[config.mk]
export PLATFORM = sky130hd
export DESIGN_NAME = board_turn_ctrl_flat
export DESIGN_NICKNAME = d
export VERILOG_FILES = /design/src/rtl/board_turn_ctrl_if.sv /design/src/rtl/board_turn_ctrl.sv /design/src/flat_wrapper.sv
export SDC_FILE = /design/constraint.sdc
export NUM_CORES = 1
export LEC_CHECK = 0
export CORE_ASPECT_RATIO = 1.25
export CORE_MARGIN = 2
export CORE_UTILIZATION = 53
export CTS_BUF_LIST = sky130_fd_sc_hd__clkbuf_4
export CTS_CLUSTER_DIAMETER = 50
export DETAILED_ROUTE_END_ITERATION = 10
export PLACE_DENSITY = 0.85
export SLEW_MARGIN = 20
export SYNTH_ARGS = -nofsm -noshare
export SYNTH_HDL_FRONTEND = slang
export SYNTH_SLANG_ARGS = --single-unit
[constraint.sdc]
create_clock -name clk -period 7.9 [get_ports clk]
set_clock_uncertainty 0.15 [all_clocks]
set_input_delay 1.58 -clock clk [delete_from_list [all_inputs] [get_ports clk]]
set_output_delay 1.58 -clock clk [all_outputs]
set_load 0.02 [all_outputs]
[src/rtl/board_turn_ctrl_if.sv]
`default_nettype none
// ============================================================================
//  Module      : board_turn_ctrl_if
//  Description : Button/board bundle between the input conditioning logic,
//                the board controller and the display renderers.
//  Revision    : 1.0  initial release
// ============================================================================
interface board_turn_ctrl_if #(
   parameter int CELLS   = 16,
   parameter int VAL_W   = 4,
   parameter int SCORE_W = 4
);
   logic                       move;
   logic                       select;
   logic                       load;
   logic [CELLS*VAL_W-1:0]     load_vals;
   logic [$clog2(CELLS)-1:0]   cursor;
   logic [2*CELLS-1:0]         cell_state;
   logic                       player;
   logic [SCORE_W-1:0]         score0;
   logic [SCORE_W-1:0]         score1;
   logic [7:0]                 counter;
   logic [2:0]                 state;
   logic                       done;

   // Producer of button/board inputs, consumer of board status
   modport master (
      output move, select, load, load_vals,
      input  cursor, cell_state, player, score0, score1, counter, state, done
   );

   // The board controller itself
   modport slave (
      input  move, select, load, load_vals,
      output cursor, cell_state, player, score0, score1, counter, state, done
   );
endinterface
`default_nettype wire

[src/rtl/board_turn_ctrl.sv]
`default_nettype none
// ============================================================================
//  Module      : board_turn_ctrl
//  Description : Card-matching game board: cursor movement, card reveal,
//                pair compare, per-player scoring and turn alternation.
//                Optional idle-turn timeout enabled by defining
//                BOARD_TURN_TIMEOUT_EN.
//  Revision    : 1.0  initial release
// ============================================================================
module board_turn_ctrl #(
   parameter int CELLS    = 16,
   parameter int VAL_W    = 4,
   parameter int SCORE_W  = 4,
   parameter int HIDE_CYC = 50,
   parameter int TURN_CYC = 1000
) (
   input  wire logic          clk,
   input  wire logic          rst,
   board_turn_ctrl_if.slave   bus
);

   localparam int IDX_W = $clog2(CELLS);
   localparam int HT_W  = $clog2(HIDE_CYC + 1);

   localparam logic [1:0] c_cell_hidden   = 2'b00;
   localparam logic [1:0] c_cell_revealed = 2'b01;
   localparam logic [1:0] c_cell_matched  = 2'b10;

   typedef enum logic [2:0] {
      S_IDLE  = 3'd0,
      S_PICK1 = 3'd1,
      S_PICK2 = 3'd2,
      S_SHOW  = 3'd3,
      S_OVER  = 3'd4
   } state_t;

   state_t                r_state,   w_state_n;
   logic [IDX_W-1:0]      r_cursor,  w_cursor_n;
   logic [2*CELLS-1:0]    r_cells,   w_cells_n;
   logic                  r_player,  w_player_n;
   logic [SCORE_W-1:0]    r_score0,  w_score0_n;
   logic [SCORE_W-1:0]    r_score1,  w_score1_n;
   logic [7:0]            r_counter, w_counter_n;
   logic [IDX_W-1:0]      r_first,   w_first_n;
   logic [HT_W-1:0]       r_hide,    w_hide_n;
   logic                  r_done,    w_done_n;
   logic                  r_prev_move;
   logic                  r_prev_select;
   logic [VAL_W-1:0]      r_vals [CELLS];

   logic                  w_move_p;
   logic                  w_sel_p;
   logic [1:0]            w_cur_cell;
   logic                  w_all_matched;
   logic                  w_turn_exp;

`ifdef BOARD_TURN_TIMEOUT_EN
   localparam int TT_W = $clog2(TURN_CYC + 1);
   logic [TT_W-1:0]       r_turn, w_turn_n;
`else
   logic                  w_unused_turn;
   assign w_unused_turn = (TURN_CYC > 0);
`endif

   function automatic logic [SCORE_W-1:0] sat_score(input logic [SCORE_W-1:0] v);
      return (&v) ? v : v + SCORE_W'(1);
   endfunction

   function automatic logic [7:0] sat_count(input logic [7:0] v);
      return (&v) ? v : v + 8'd1;
   endfunction

   assign w_move_p   = bus.move   & ~r_prev_move;
   assign w_sel_p    = bus.select & ~r_prev_select;
   assign w_cur_cell = r_cells[{r_cursor, 1'b0} +: 2];

   // True when the pair under compare (first, cursor) would finish the board
   always_comb begin
      w_all_matched = 1'b1;
      for (int i = 0; i < CELLS; i++) begin
         if (!(r_cells[2*i +: 2] == c_cell_matched ||
               IDX_W'(i) == r_first || IDX_W'(i) == r_cursor))
            w_all_matched = 1'b0;
      end
   end

   // Next-state and next-output logic for the turn FSM
   always_comb begin
      w_state_n   = r_state;
      w_cursor_n  = r_cursor;
      w_cells_n   = r_cells;
      w_player_n  = r_player;
      w_score0_n  = r_score0;
      w_score1_n  = r_score1;
      w_counter_n = r_counter;
      w_first_n   = r_first;
      w_hide_n    = r_hide;
      w_turn_exp  = 1'b0;
`ifdef BOARD_TURN_TIMEOUT_EN
      w_turn_n    = r_turn;
      if ((r_state == S_PICK1 || r_state == S_PICK2) && r_turn != '0) begin
         w_turn_n   = r_turn - TT_W'(1);
         w_turn_exp = (r_turn == TT_W'(1));
      end
`endif

      if (bus.load) begin
         w_state_n   = S_PICK1;
         w_cursor_n  = '0;
         w_cells_n   = '0;
         w_player_n  = 1'b0;
         w_score0_n  = '0;
         w_score1_n  = '0;
         w_counter_n = '0;
         w_first_n   = '0;
         w_hide_n    = '0;
      end else begin
         case (r_state)
            S_PICK1, S_PICK2: begin
               if (w_turn_exp) begin
                  // Turn ran out: hide whatever is face up and pass the turn
                  for (int i = 0; i < CELLS; i++) begin
                     if (r_cells[2*i +: 2] == c_cell_revealed)
                        w_cells_n[2*i +: 2] = c_cell_hidden;
                  end
                  w_player_n  = ~r_player;
                  w_counter_n = sat_count(r_counter);
                  w_state_n   = S_PICK1;
               end else if (w_sel_p) begin
                  // Select wins over a simultaneous move; non-hidden cells ignored
                  if (w_cur_cell == c_cell_hidden) begin
                     if (r_state == S_PICK1) begin
                        w_cells_n[{r_cursor, 1'b0} +: 2] = c_cell_revealed;
                        w_first_n = r_cursor;
                        w_state_n = S_PICK2;
                     end else if (r_vals[r_cursor] == r_vals[r_first]) begin
                        w_cells_n[{r_first,  1'b0} +: 2] = c_cell_matched;
                        w_cells_n[{r_cursor, 1'b0} +: 2] = c_cell_matched;
                        if (r_player) w_score1_n = sat_score(r_score1);
                        else          w_score0_n = sat_score(r_score0);
                        w_counter_n = sat_count(r_counter);
                        w_state_n   = w_all_matched ? S_OVER : S_PICK1;
                     end else begin
                        w_cells_n[{r_cursor, 1'b0} +: 2] = c_cell_revealed;
                        w_counter_n = sat_count(r_counter);
                        w_hide_n    = HT_W'(HIDE_CYC);
                        w_state_n   = S_SHOW;
                     end
                  end
               end else if (w_move_p) begin
                  w_cursor_n = (r_cursor == IDX_W'(CELLS - 1)) ? '0
                                                               : r_cursor + IDX_W'(1);
               end
            end
            S_SHOW: begin
               // Last SHOW cycle: turn the mismatched pair back over
               if (r_hide <= HT_W'(1)) begin
                  w_cells_n[{r_first,  1'b0} +: 2] = c_cell_hidden;
                  w_cells_n[{r_cursor, 1'b0} +: 2] = c_cell_hidden;
                  w_player_n = ~r_player;
                  w_hide_n   = '0;
                  w_state_n  = S_PICK1;
               end else begin
                  w_hide_n   = r_hide - HT_W'(1);
               end
            end
            default: ;
         endcase
      end

`ifdef BOARD_TURN_TIMEOUT_EN
      // Every fresh turn starts with a full timer
      if (w_state_n == S_PICK1 && (r_state != S_PICK1 || bus.load || w_turn_exp))
         w_turn_n = TT_W'(TURN_CYC);
`endif

      w_done_n = (w_state_n == S_OVER);
   end

   // FSM and status registers
   always_ff @(posedge clk) begin
      if (!rst) begin
         r_state       <= S_IDLE;
         r_cursor      <= '0;
         r_cells       <= '0;
         r_player      <= 1'b0;
         r_score0      <= '0;
         r_score1      <= '0;
         r_counter     <= '0;
         r_first       <= '0;
         r_hide        <= '0;
         r_done        <= 1'b0;
         r_prev_move   <= 1'b0;
         r_prev_select <= 1'b0;
      end else begin
         r_state       <= w_state_n;
         r_cursor      <= w_cursor_n;
         r_cells       <= w_cells_n;
         r_player      <= w_player_n;
         r_score0      <= w_score0_n;
         r_score1      <= w_score1_n;
         r_counter     <= w_counter_n;
         r_first       <= w_first_n;
         r_hide        <= w_hide_n;
         r_done        <= w_done_n;
         r_prev_move   <= bus.move;
         r_prev_select <= bus.select;
      end
   end

`ifdef BOARD_TURN_TIMEOUT_EN
   // Idle-turn timer
   always_ff @(posedge clk) begin
      if (!rst) r_turn <= '0;
      else      r_turn <= w_turn_n;
   end
`endif

   // Hidden card values, captured on load
   always_ff @(posedge clk) begin
      for (int i = 0; i < CELLS; i++) begin
         if (!rst)          r_vals[i] <= '0;
         else if (bus.load) r_vals[i] <= bus.load_vals[i*VAL_W +: VAL_W];
      end
   end

   assign bus.cursor     = r_cursor;
   assign bus.cell_state = r_cells;
   assign bus.player     = r_player;
   assign bus.score0     = r_score0;
   assign bus.score1     = r_score1;
   assign bus.counter    = r_counter;
   assign bus.state      = r_state;
   assign bus.done       = r_done;

endmodule
`default_nettype wire

[src/flat_wrapper.sv]
// flat-port wrapper written by rule: the top's interface ports become plain ports
module board_turn_ctrl_flat 
#(
   parameter int CELLS    = 16,
   parameter int VAL_W    = 4,
   parameter int SCORE_W  = 4,
   parameter int HIDE_CYC = 50,
   parameter int TURN_CYC = 1000
)
  (clk, rst, bus_move, bus_select, bus_load, bus_load_vals, bus_cursor, bus_cell_state, bus_player, bus_score0, bus_score1, bus_counter, bus_state, bus_done);
  board_turn_ctrl_if #(.CELLS(CELLS), .VAL_W(VAL_W), .SCORE_W(SCORE_W)) bus_i ();
  input  wire logic clk;
  input  wire logic rst;
  input wire logic [$bits(bus_i.move)-1:0] bus_move;
  input wire logic [$bits(bus_i.select)-1:0] bus_select;
  input wire logic [$bits(bus_i.load)-1:0] bus_load;
  input wire logic [$bits(bus_i.load_vals)-1:0] bus_load_vals;
  output wire logic [$bits(bus_i.cursor)-1:0] bus_cursor;
  output wire logic [$bits(bus_i.cell_state)-1:0] bus_cell_state;
  output wire logic [$bits(bus_i.player)-1:0] bus_player;
  output wire logic [$bits(bus_i.score0)-1:0] bus_score0;
  output wire logic [$bits(bus_i.score1)-1:0] bus_score1;
  output wire logic [$bits(bus_i.counter)-1:0] bus_counter;
  output wire logic [$bits(bus_i.state)-1:0] bus_state;
  output wire logic [$bits(bus_i.done)-1:0] bus_done;
  assign bus_i.move = bus_move;
  assign bus_i.select = bus_select;
  assign bus_i.load = bus_load;
  assign bus_i.load_vals = bus_load_vals;
  assign bus_cursor = bus_i.cursor;
  assign bus_cell_state = bus_i.cell_state;
  assign bus_player = bus_i.player;
  assign bus_score0 = bus_i.score0;
  assign bus_score1 = bus_i.score1;
  assign bus_counter = bus_i.counter;
  assign bus_state = bus_i.state;
  assign bus_done = bus_i.done;
  board_turn_ctrl #(.CELLS(CELLS), .VAL_W(VAL_W), .SCORE_W(SCORE_W), .HIDE_CYC(HIDE_CYC), .TURN_CYC(TURN_CYC)) u_core (.clk(clk), .rst(rst), .bus(bus_i));
endmodule
---- Word-level counts from Yosys, hierarchy flattened ----
Memory sizes are Yosys's and may differ from the RTL's. A register that Yosys moved wholly into a read port is not among the register bits.
Cells that the tools add are included.
word-level totals
  memories kept ........................... 1
  register bits ........................... 69
  RAM bits ................................ 64
cells by class
  shift-type cells ........................ 8
  equal/unequal tests ..................... 57
  order comparisons ....................... 1
  add/subtract/negate cells ............... 7
  reduce and logical (&&, ||, !) cells .... 49
  bitwise logic cells ..................... 27
  muxes and demuxes ....................... 66
memory list
  memory         words  bits a word  read ports  clocked after memory_dff  wr ports  line                   source
  u_core.r_vals  16     4            2           2                         16        board_turn_ctrl.sv:49  logic [VAL_W-1:0] r_vals [CELLS];
operator list
  operator                                                                     count
  32-bit bitwise mux                                                           5
  32-bit two-way mux                                                           5
  2-bit by 7-bit indexed part select with 32-bit output, first input constant  5
  4-bit two-way mux                                                            21
  4-bit equality test, first input constant                                    16
  32-bit one-hot mux with 2 select lines                                       1
  2-bit by 7-bit variable shift with 32-bit output, first input constant       2
  2-bit equality test, second input constant                                   16
  3-bit by 4-bit equality test with 1-bit output, first input constant         8
  1-bit logical OR                                                             32
  32-bit by 6-bit indexed part select with 2-bit output                        1
  6-bit two-way mux                                                            5
  3-bit two-way mux                                                            7
  1-bit two-way mux                                                            20
  2-bit by 4-bit equality test with 1-bit output, first input constant         4
  1-bit OR                                                                     16
  4-bit AND reduction                                                          4
  5-bit negation with 7-bit output                                             2
  7-bit AND reduction                                                          2
  4-bit by 1-bit adder with 4-bit output, second input constant                3
  6-bit one-hot mux with 2 select lines                                        1
  5-bit AND reduction                                                          2
  1-bit inverter                                                               9
  8-bit by 1-bit adder with 8-bit output, second input constant                1
  19 further kinds                                                             27

---- Longest topological paths before layout ----
  depth in word-level cells ............... 27
  gate-level depth with buffers ........... 12
  gate-level depth less buffers ........... 10

---- Worst setup path after synthesis ----
OpenSTA, ideal clock, no wires.
  path kind ............................... input to register
  from .................................... input port rst
  to ...................................... memory u_core.r_vals[0][0] (enable)
  path buffers ............................ 2
  arrival time ............................ 4.093 ns
  slack ................................... 3.204 ns
  stages .................................. 4
  path through ............................ nor2b_1 inv_1 clkbuf_1 clkbuf_1
RTL lines
  what                line                   source
  start: declaration  flat_wrapper.sv:13     input wire logic rst;
  end: declaration    board_turn_ctrl.sv:49

==> impl_results.md <==
- DR iter-0 viols: between 700 and 800
- Post-synthesis cell area: slightly above 8000 um2
- R2R Setup Slk: about 3800 ps
- Worst EP required: between 8000 and 9000 ps
- Placed cell area: 9460 um2
- Routed Antenna Nets: 0
- Fmax: about 0.24 GHz
- Kind of critical path: reg2reg
- RSZ-0062 raised after global routing: false
- CTS Hold Bufs: 0
- Initial antenna violation count: 1
- Slew at the pin closest to its max-slew limit: around 1100 ps
- Post-synthesis average cell area: approximately 10 um2
- Pins Over Slew Limit: 0
- Number of vias per cell: 6.45
- R2r endpoint: u_core.bus.cell_state[29]
- Post-DR wirelength/cell: between 20 and 25 um
- Remaining Overflow, GRT: 0
- Pre-antenna DRT Iters: 9
- CTS resizes: 0
- Max_slew headroom: 0.240
- Synth Warn #: 0
- Critical path arrival: roughly 4500 ps
- I/O Pins: ~130
- #FFs+latches synth: 141
- Power Dens Cells: 156 nW/um2
- Clock buffer depth: 2
- Post-synthesis net count: 918
- Layout cells sized above 1: 0.106
- Post-Syn Instances: ~830
- Slowest-stage cell, CP: dfxtp_2
- DP HPWL: 17300 um
- CP Max Fanout: 22
- R2R depth: 8
- Final period util: 0.525
- Die ar.: around 16000 um2
- Crit-path cells: mux4_2 > a22oi_1 > nand3_1 > xnor2_1 > nand4_2 > a21oi_2 > a21bo_2 > a221oi_1
- Post-CTS Setup Bufs: 0
- Clock buffer count from CTS: 17
- Combinational power share: 0.107
- Total Wirelength: around 24000 um
- Routability cong.: around 1.0
- Clock tree sinks: around 140
- Post-synthesis sequential area ratio: 0.423
- Clk network pwr share: 0.361
- CTS tree: done
- Outcome: complete, no violations
- Vias in the first global route: 7054
- Total track usage: 0.303
- Worst-skew pair later-pin latency: roughly 570 ps
- Final setup vio count: 0
- PortBufs: between 100 and 150
- Switching Share: 0.260
- Reg power frac: 0.532
- Hold crit path type: reg2reg
- Sequential Area: about 3500 um2
- DR vias: about 7300
- Starting Density: 0.545
- Hold Path End: u_core.bus.cell_state[12]
- Area delta synth->final: 19.7%
- Max incr delay on CP: 740 ps
- Die Wd: around 120 um
- H-Tree Depth: 4
- Final Util: 0.652
- EDFF count, synth: 64
- Max cap viols: 0
- Clk slew on worst S/H paths: around 140 ps
- Area occupied by multi-input gates: ~4400 um2
- DIE HEIGHT: 143 um
- Sw power: ~400 uW
- FFs w/ async S/R, synth: 0
- Hold wc startpoint: u_core.bus.cell_state[12]
- Primary FF master, synth: dfxtp_1
- Worst setup SP type: flip-flop
- Filler cell count in the final layout: between 1000 and 1500
- Sum Neg Setup Slack: 0 ps
- Largest net degree at the start of global routing: 70
- Drt drc: 0
- Core area: 15000 um2
- Nets: 1012
- Global-route wire length before repair: ~38000 um
- Hold path depth: 2
- Fin. Hold Viols: 0
- Peak supply drop: between 0.1 and 0.15 mV
- CP Capture Type: flip-flop
- Root Driver: clkbuf_4
- Synth unique cells: between 70 and 80
- Design area: 9800 um2
- Row count: 50
- Internal power: 1.13 mW
- Post-layout min period: roughly 4100 ps
- P_leak: 3.53 nW
[power groups by stage]
stage	sequential, mW	combinational [mW]	clock (mW)
floorplan	0.824	0.0991	0
global placement	0.825	0.158	0
detailed placement	0.830	0.162	0
CTS	0.813	0.162	0.555
global route	0.818	0.175	0.588
finish	0.814	0.164	0.553
[cells in the final DEF (no fill, tap or decap), types with 5 or more instances in the layout]
| cell | n |
|---|---|
| xnor2_1 | 18 |
| a21oi_1 | 59 |
| o21ai_0 | 45 |
| nand3b_1 | 7 |
| mux2i_1 | 6 |
| o211a_1 | 5 |
| and3_1 | 71 |
| nand3_1 | 38 |
| nor3b_1 | 5 |
| edfxtp_1 | 64 |
| nand2b_1 | 14 |
| nor2_1 | 60 |
| nor2b_1 | 18 |
| nor3_1 | 15 |
| nand2_1 | 57 |
| o21a_1 | 6 |
| ha_1 | 15 |
| buf_4 | 10 |
| clkdlybuf4s50_1 | 125 |
| mux4_2 | 34 |
| dfxtp_1 | 75 |
| a22oi_1 | 11 |
| a211oi_1 | 13 |
| inv_6 | 6 |
| inv_1 | 21 |
| a31oi_1 | 13 |
| or3_1 | 5 |
| and2_1 | 10 |
| clkbuf_4 | 17 |
[sequential cells by signal, summed over array words and instances, names as in the netlist, named ones only]
signal                 count
u_core.bus.score1          4
u_core.r_prev_select       1
u_core.bus.state           3
u_core.bus.cell_state     32
u_core.r_vals             64
u_core.bus.cursor          4
u_core.r_first             4
u_core.r_prev_move         1
u_core.r_hide              6
u_core.bus.counter         8
u_core.bus.score0          4
u_core.bus.player          1
u_core.bus.done            1
[area by class of cell]
| cell class | instances | area share |
|---|---|---|
| antenna | 1 | 0.000255 |
| clock buffer | 17 | 0.0130 |
| clock inverter | 15 | 0.0211 |
| inverter | 22 | 0.00869 |
| multi-input combinational | 611 | 0.445 |
| sequential | 141 | 0.354 |
| tap | 182 | 0.0232 |
| timing repair buffer | 135 | 0.135 |
[worst max path at each step]
stage                     startpoint                         to  cells past startpoint
after floorplan                  rst        u_core.r_vals[0][0]                      4
after global placement    bus_select   u_core.bus.cell_state[9]                      8
after detailed placement  bus_select   u_core.bus.cell_state[9]                      8
after CTS                  flip-flop  u_core.bus.cell_state[29]                      8
after global routing       flip-flop  u_core.bus.cell_state[29]                      8
final                      flip-flop  u_core.bus.cell_state[29]                      8
[stage by stage]
step | worst slack [ps] | hold WS, ps | cells | total power, mW
CTS | 3400 | 367 | 1123 | 1.53
detailed placement | 3270 | 339 | 1091 | 0.992
floorplan | 3200 | 307 | 834 | 0.923
global route | 3530 | 384 | 1124 | 1.58
finish | 3760 | 370 | 1124 | 1.53
global placement | 3370 | 331 | 1091 | 0.984
[critical path, delay by kind of cell, from the launching register on]
family           cells  cell delay, ps
AND/OR/NAND/NOR      2             810
XOR/XNOR             1             210
flip-flops           1             740
AO/OA/AOI/OAI        4            1550
multiplexers         1             600
[synth_stat cells (all sizes together) (5+ instances only)]
master,n,share of area
dfxtp,77,0.19
and3,71,0.054
edfxtp,64,0.23
a21oi,60,0.037
nor2,60,0.028
nand2,58,0.027
o21ai,46,0.028
clkbuf,41,0.019
nand3,38,0.023
mux4,34,0.094
inv,22,0.010
buf,19,0.017
nor2b,18,0.014
nor3,18,0.013
xnor2,18,0.019
ha,15,0.023
a211oi,14,0.013
nand2b,14,0.011
a31oi,13,0.0099
a22oi,11,0.010
and2,11,0.0084
nand3b,7,0.0064
nor4,7,0.011
mux2i,6,0.0073
o21a,6,0.0055
nor3b,5,0.0046
o211a,5,0.0061
o22ai,5,0.0046
or3,5,0.0038
[cell families (layout without fill, tap and decap cells)]
family	Yosys count	in the layout	share of synthesized area
flops	141	141	0.423
compound gates	206	206	0.163
simple gates	326	326	0.218
buf+inv	82	189	0.0460
xor+xnor	22	22	0.0236
fa+ha+maj	15	15	0.0229
mux	42	42	0.104
other cells	0	1	0
[per-layer routing]
metal  vias to the layer above  GRT usage  routed length, um
li1                       3324          -                  -
met1                      3418      0.366               9130
met2                       417      0.515              11900
met3                        93     0.0573               1740
met4                         0      0.152               1160
met5                         -          0                  0
(Power assumes the default switching activity.)
==> RTL edit 1: new RTL, config.mk and constraints unchanged <==
`CELLS` is set to 16 in 3 places; all go to 32.
--- a/src/rtl/board_turn_ctrl_if.sv
+++ b/src/rtl/board_turn_ctrl_if.sv
@@ -6,7 +6,7 @@
 //  Revision    : 1.0  initial release
 // ============================================================================
 interface board_turn_ctrl_if #(
-   parameter int CELLS   = 16,
+   parameter int CELLS   = 32,
    parameter int VAL_W   = 4,
    parameter int SCORE_W = 4
 );
--- a/src/rtl/board_turn_ctrl.sv
+++ b/src/rtl/board_turn_ctrl.sv
@@ -8,7 +8,7 @@
 //  Revision    : 1.0  initial release
 // ============================================================================
 module board_turn_ctrl #(
-   parameter int CELLS    = 16,
+   parameter int CELLS    = 32,
    parameter int VAL_W    = 4,
    parameter int SCORE_W  = 4,
    parameter int HIDE_CYC = 50,
--- a/src/flat_wrapper.sv
+++ b/src/flat_wrapper.sv
@@ -1,7 +1,7 @@
 // flat-port wrapper written by rule: the top's interface ports become plain ports
 module board_turn_ctrl_flat 
 #(
-   parameter int CELLS    = 16,
+   parameter int CELLS    = 32,
    parameter int VAL_W    = 4,
    parameter int SCORE_W  = 4,
    parameter int HIDE_CYC = 50,
Interface: changed (resized bus_cell_state, bus_cursor and bus_load_vals); port bits go from 126 to 223. The function was not compared with the original's and may differ.
==> RTL edit 1 against the unedited design <==
Count of clock-buffer cells in the layout is 65 higher. Routed wire length is 110% higher. Global-route usage is 4.4 points higher. Synthesized cell count is 77% higher. Cell count is 83% higher. Setup slack worse by 400 ps. Synthesized area is 72% higher. Power is 78% higher. Design area is 75% higher. Via count is 88% higher. Sequential power is 74% higher. Sequential cell count is 100 higher.
==> RTL edit 1: results <==
layout:
  seq_area_share_pct: 35.56
  num_antenna_cells: 2
  inverters: 43
  fill_cells: 2052
  num-multi-input-gates: 1072
  drive_gt1_share_pct: 10.41
  clockBufferCount: 82
  final_cells: 2052
  num-nets-final: 1812
  final-nonclk-buf-share_pct: 13.78
  clock_area_share_pct: 4.363
  multi_input_area_share_pct: 42.80
floorplanning:
  die_area_um2: 27920
place:
  gp_congestion: 1.028
  dpl.hpwl_mm: 34.22
  dp_cells: 1936
  dp_worst_setup_slack_ps: 2744
  post_dp_cell_area_um2: 16400
setup_path:
  r2r-end: "u_core.bus.cell_state[19]$_SDFFE_PP0P_"
  worst_path_max_delay_cell: "o31a_1"
  cpLargestDelayFamily: "simple AND/OR/NAND/NOR gates"
  crit_arrival_ps: 5030
  reg2reg_depth: 9
grt:
  grt_max_degree: 133
  grt_pass1_wl_mm: 75.15
  antenna_found_initial: 2
  grt_pass1_vias: 13210
route:
  viasPerCell: 6.641
  wirelength_mm: 49.82
  detail_route.iter0.violations: 1534
clock_tree:
  numCtsBuffers: 61
  cts.reportedPaths.clkPinSlew_ps: 70
  htreeDepth: 2
  clock_latency_ps: 750
synth:
  synth_cell_types: 79
  synth_nets: 1627
  synth_area_leaders: "edfxtp_1 27%, dfxtp_1 16%, and3_1 6.4%, mux4_2 6.2%, mux2i_1 4.3%"
power_and_ir_drop:
  seqPwrFrac_pct: 52.0
  power.internal_w: 0.001996
  ir_drop_mv: 0.08747
  pg_seq_w: 0.00142
  p_comb_w: 0.000267
timing:
  maxSlewHeadroom_pct: 25.48
  whs_ps: 341.6
hold_path:
  hold_start: "u_core.bus.cell_state[31]$_SDFFE_PP0P_"
  hold_end: "u_core.bus.cell_state[31]$_SDFFE_PP0P_"
run_status:
  status: "completed"
RTL edit 1: changes by cell type in the layout (fill, tap and decap cells not counted), moves of 42 or more:
cell / before / now
edfxtp_1: 64 / 128
a21oi_1: 59 / 101
and3_1: 71 / 144
clkbuf_4: 17 / 82
mux2i_1: 6 / 60
nand2_1: 57 / 100
nor2_1: 60 / 134
clkdlybuf4s50_1: 125 / 220
o21ai_0: 45 / 87
RTL edit 1: kinds of logic (layout without fill, tap and decap cells):
group / Yosys count / after routing / share of synthesized area [%]
other: 0 / 2 / 0
multiplexers: 105 / 105 / 11.50
AO/OA/AOI/OAI: 379 / 379 / 17.24
AND/OR/NAND/NOR: 552 / 552 / 20.49
buffers and inverters: 162 / 397 / 4.705
adder cells (fa/ha/maj): 19 / 19 / 1.687
flip-flops: 241 / 241 / 43.32
XOR/XNOR: 17 / 17 / 1.056
RTL edit 1: worst max-delay path by stage:
stage               start                                     end  cells past startpoint  slack (ps)
6_report       bus_select  u_core.bus.cell_state[19]$_SDFFE_PP0P_                      8        3360
5_1_grt        bus_select  u_core.bus.cell_state[19]$_SDFFE_PP0P_                      8        3180
4_1_cts              flop  u_core.bus.cell_state[19]$_SDFFE_PP0P_                      9        3150
3_5_place_dp   bus_select  u_core.bus.cell_state[19]$_SDFFE_PP0P_                      8        2740
3_3_place_gp   bus_select  u_core.bus.cell_state[19]$_SDFFE_PP0P_                      8        2850
2_1_floorplan         rst       u_core.r_vals[0][0]$_SDFFCE_PN0P_                      4        1370
RTL edit 1: routing by layer:
metal / vias to the layer above / track usage (%) / wire [um]
li1: 5988 / - / -
met1: 6404 / 43.19 / 17810
met2: 1007 / 55.50 / 23010
met3: 228 / 7.408 / 5459
met4: 0 / 20.39 / 3544
met5: - / 0 / 0
==> RTL edit 2: new RTL, config.mk and constraints unchanged <==
Without the edit above. Add a define of `BOARD_TURN_TIMEOUT_EN`.
--- a/src/rtl/board_turn_ctrl.sv
+++ b/src/rtl/board_turn_ctrl.sv
@@ -7,6 +7,8 @@
 //                BOARD_TURN_TIMEOUT_EN.
 //  Revision    : 1.0  initial release
 // ============================================================================
+`define BOARD_TURN_TIMEOUT_EN
+
 module board_turn_ctrl #(
    parameter int CELLS    = 16,
    parameter int VAL_W    = 4,
Function: no difference found for any inputs over 4 cycles, from zero or initial values and one cycle with rst low; that may be too few to reach the edited logic, so the function may still have changed.
==> RTL edit 2 against the unedited design <==
Combinational power grew 37%. Global-route usage shrank 2.2 points. Register-to-register slack lost 450 ps. Core utilization shrank 3.2 points. Setup slack lost 470 ps. Non-clock buffer count shrank 1. Design area grew 14%. Sequential cell count grew 10. Power grew 3.8%. Routed wire length grew 14%. Synthesized area grew 18%. Die area grew 17%. Critical path type is now in2reg. Critical endpoint is now u_core.bus.cell_state[8]$_SDFFE_PP0P_. Largest cell class unchanged. Largest power group unchanged. Highest routed layer unchanged.
==> RTL edit 2: results <==
grt:
  track_usage_pct: 28.14
  antenna_found_initial: 1
  grt_pass1_wl_mm: 44.10
  grt_max_degree: 81
  grt_pass1_vias: 8638
synth:
  syn_inst: 1009
  synth_cell_types: 88
  synth_area_leaders: "edfxtp_1 20%, dfxtp_1 18%, mux4_2 7.5%, and3_1 5.1%, nand2_1 2.9%"
  synth_mux_area_share_pct: 10.43
  synth_nets: 1095
  synth-adder-area-share_pct: 2.210
  synth_xor_area_share_pct: 1.547
  synth-compound-area-share_pct: 19.97
  ys.flop_type: "dfxtp_1"
  ys_warn_count: 0
  synth_edf_count: 64
  seq_area_frac_synth_pct: 38.07
  synthTopCellsByCount: "87 x dfxtp_1, 79 x and3_1, 75 x nand2_1"
clock_tree:
  clock_latency_ps: 590
  clock_path_buffers: 2
  postCtsSetupRepairBufs: 0
run_status:
  status: "completed"
setup_path:
  cpLargestDelayFamily: "buffers and inverters"
  cpPeakStageDelay_ps: 1010
  reg2reg_depth: 8
  crit_arrival_ps: 4960
  worst_path_max_delay_cell: "nor3_2"
  critPathMaxFanout: 80
route:
  met3_wirelength_mm: 2.088
  viasPerCell: 6.651
  top_layer: "met4"
  wl_per_cell_um: 20.55
  first_pass_iters: 7
  detail_route.iter0.violations: 1038
  wl_met1_mm: 10.41
  route.met2.wl_mm: 13.70
layout:
  largest_reg_flops: 64
  final_cells: 1329
  drive_gt1_share_pct: 9.727
  num-nets-final: 1173
  regMostFlops: "u_core.r_vals"
  fill_cells: 1472
place:
  io_buffers: 125
  dpl.hpwl_mm: 19.59
  gp_congestion: 0.9828
power_and_ir_drop:
  power_leakage_nw: 4.073
  ir_drop_mv: 0.1099
hold_path:
  whs_path_depth: 2
timing:
  worst_pin_slew_ps: 1123
-- RTL edit 2: cell types whose count changed in the layout (fill, tap and decap cells not counted), sizes merged, moves of 12 or more --
cell,change
o32ai,+12
a21oi,-20
nand2b,+18
nand2,+18
o21ai,-18
a21boi,+13
a31oi,+14
o211ai,+22
or2,+15
mux2i,+20
-- RTL edit 2: cell type report --
| type | count | share of cell area [%] |
|---|---|---|
| sequential | 151 | 32.85 |
| antenna | 1 | 0.02244 |
| clock buffer | 17 | 1.145 |
| timing repair buffer | 134 | 11.74 |
| inverter | 27 | 0.9201 |
| tap | 228 | 2.558 |
| clock inverter | 15 | 1.268 |
| multi-input combinational | 756 | 49.50 |
-- RTL edit 2: worst reg2reg max path, stage by stage (launching register included) --
cell and delay (ps):
dfxtp_1 460, inv_2 330, mux4_2 600, a222oi_1 780, and2_1 480, o21ai_2 350
nor3_2 1000, o211ai_1 220, o311ai_0 160
-- RTL edit 2: worst paths after layout --
path	start	slack, ps	to
worst max-delay path	rst	3280	u_core.bus.cell_state[8]$_SDFFE_PP0P_
worst min-delay path	u_core.r_hide[4]$_SDFFE_PP0P_	360	u_core.r_hide[4]$_SDFFE_PP0P_
worst max register to register	u_core.bus.cursor[1]$_SDFFE_PP0P_	3310	u_core.bus.cell_state[8]$_SDFFE_PP0P_
worst min register to register	u_core.r_hide[4]$_SDFFE_PP0P_	360	u_core.r_hide[4]$_SDFFE_PP0P_
-- RTL edit 2: metal layers --
| layer | up-vias | GRT usage (%) |
|---|---|---|
| met4 | 0 | 14.55 |
| met1 | 4153 | 33.88 |
| met2 | 531 | 48.63 |
| met3 | 108 | 4.600 |
| li1 | 4047 | - |
| met5 | - | 0 |
-- RTL edit 2: cells by family (layout without fill, tap and decap cells) --
group                      after synthesis  after routing
buffers and inverters                  102            193
AOI/OAI and AO/OA                      258            258
and+or+nand+nor                        404            404
muxes                                   60             60
DFF                                    151            151
other                                    0              1
adders and majority gates               17             17
xor gates and xnor gates                17             17
-- RTL edit 2: through the flow --
step                worst slack, ps  instance area [um^2]  util (%)
floorplan                      3268                  9623         -
global placement               2945                 10880     60.57
detailed placement             2769                 10880     60.57
CTS                            3395                 11150     62.07
global route                   2997                 11150     62.08
finish                         3282                 11150     62.08
-- RTL edit 2: where the power goes --
group	internal, W	leakage [nW]	switching, W	total, W
combinational	0.000104	2.53	0.000119	0.000224
sequential	0.000852	1.39	0.0000279	0.000880
clock	0.000164	0.153	0.000321	0.000486
total	0.00112	4.07	0.000469	0.00159
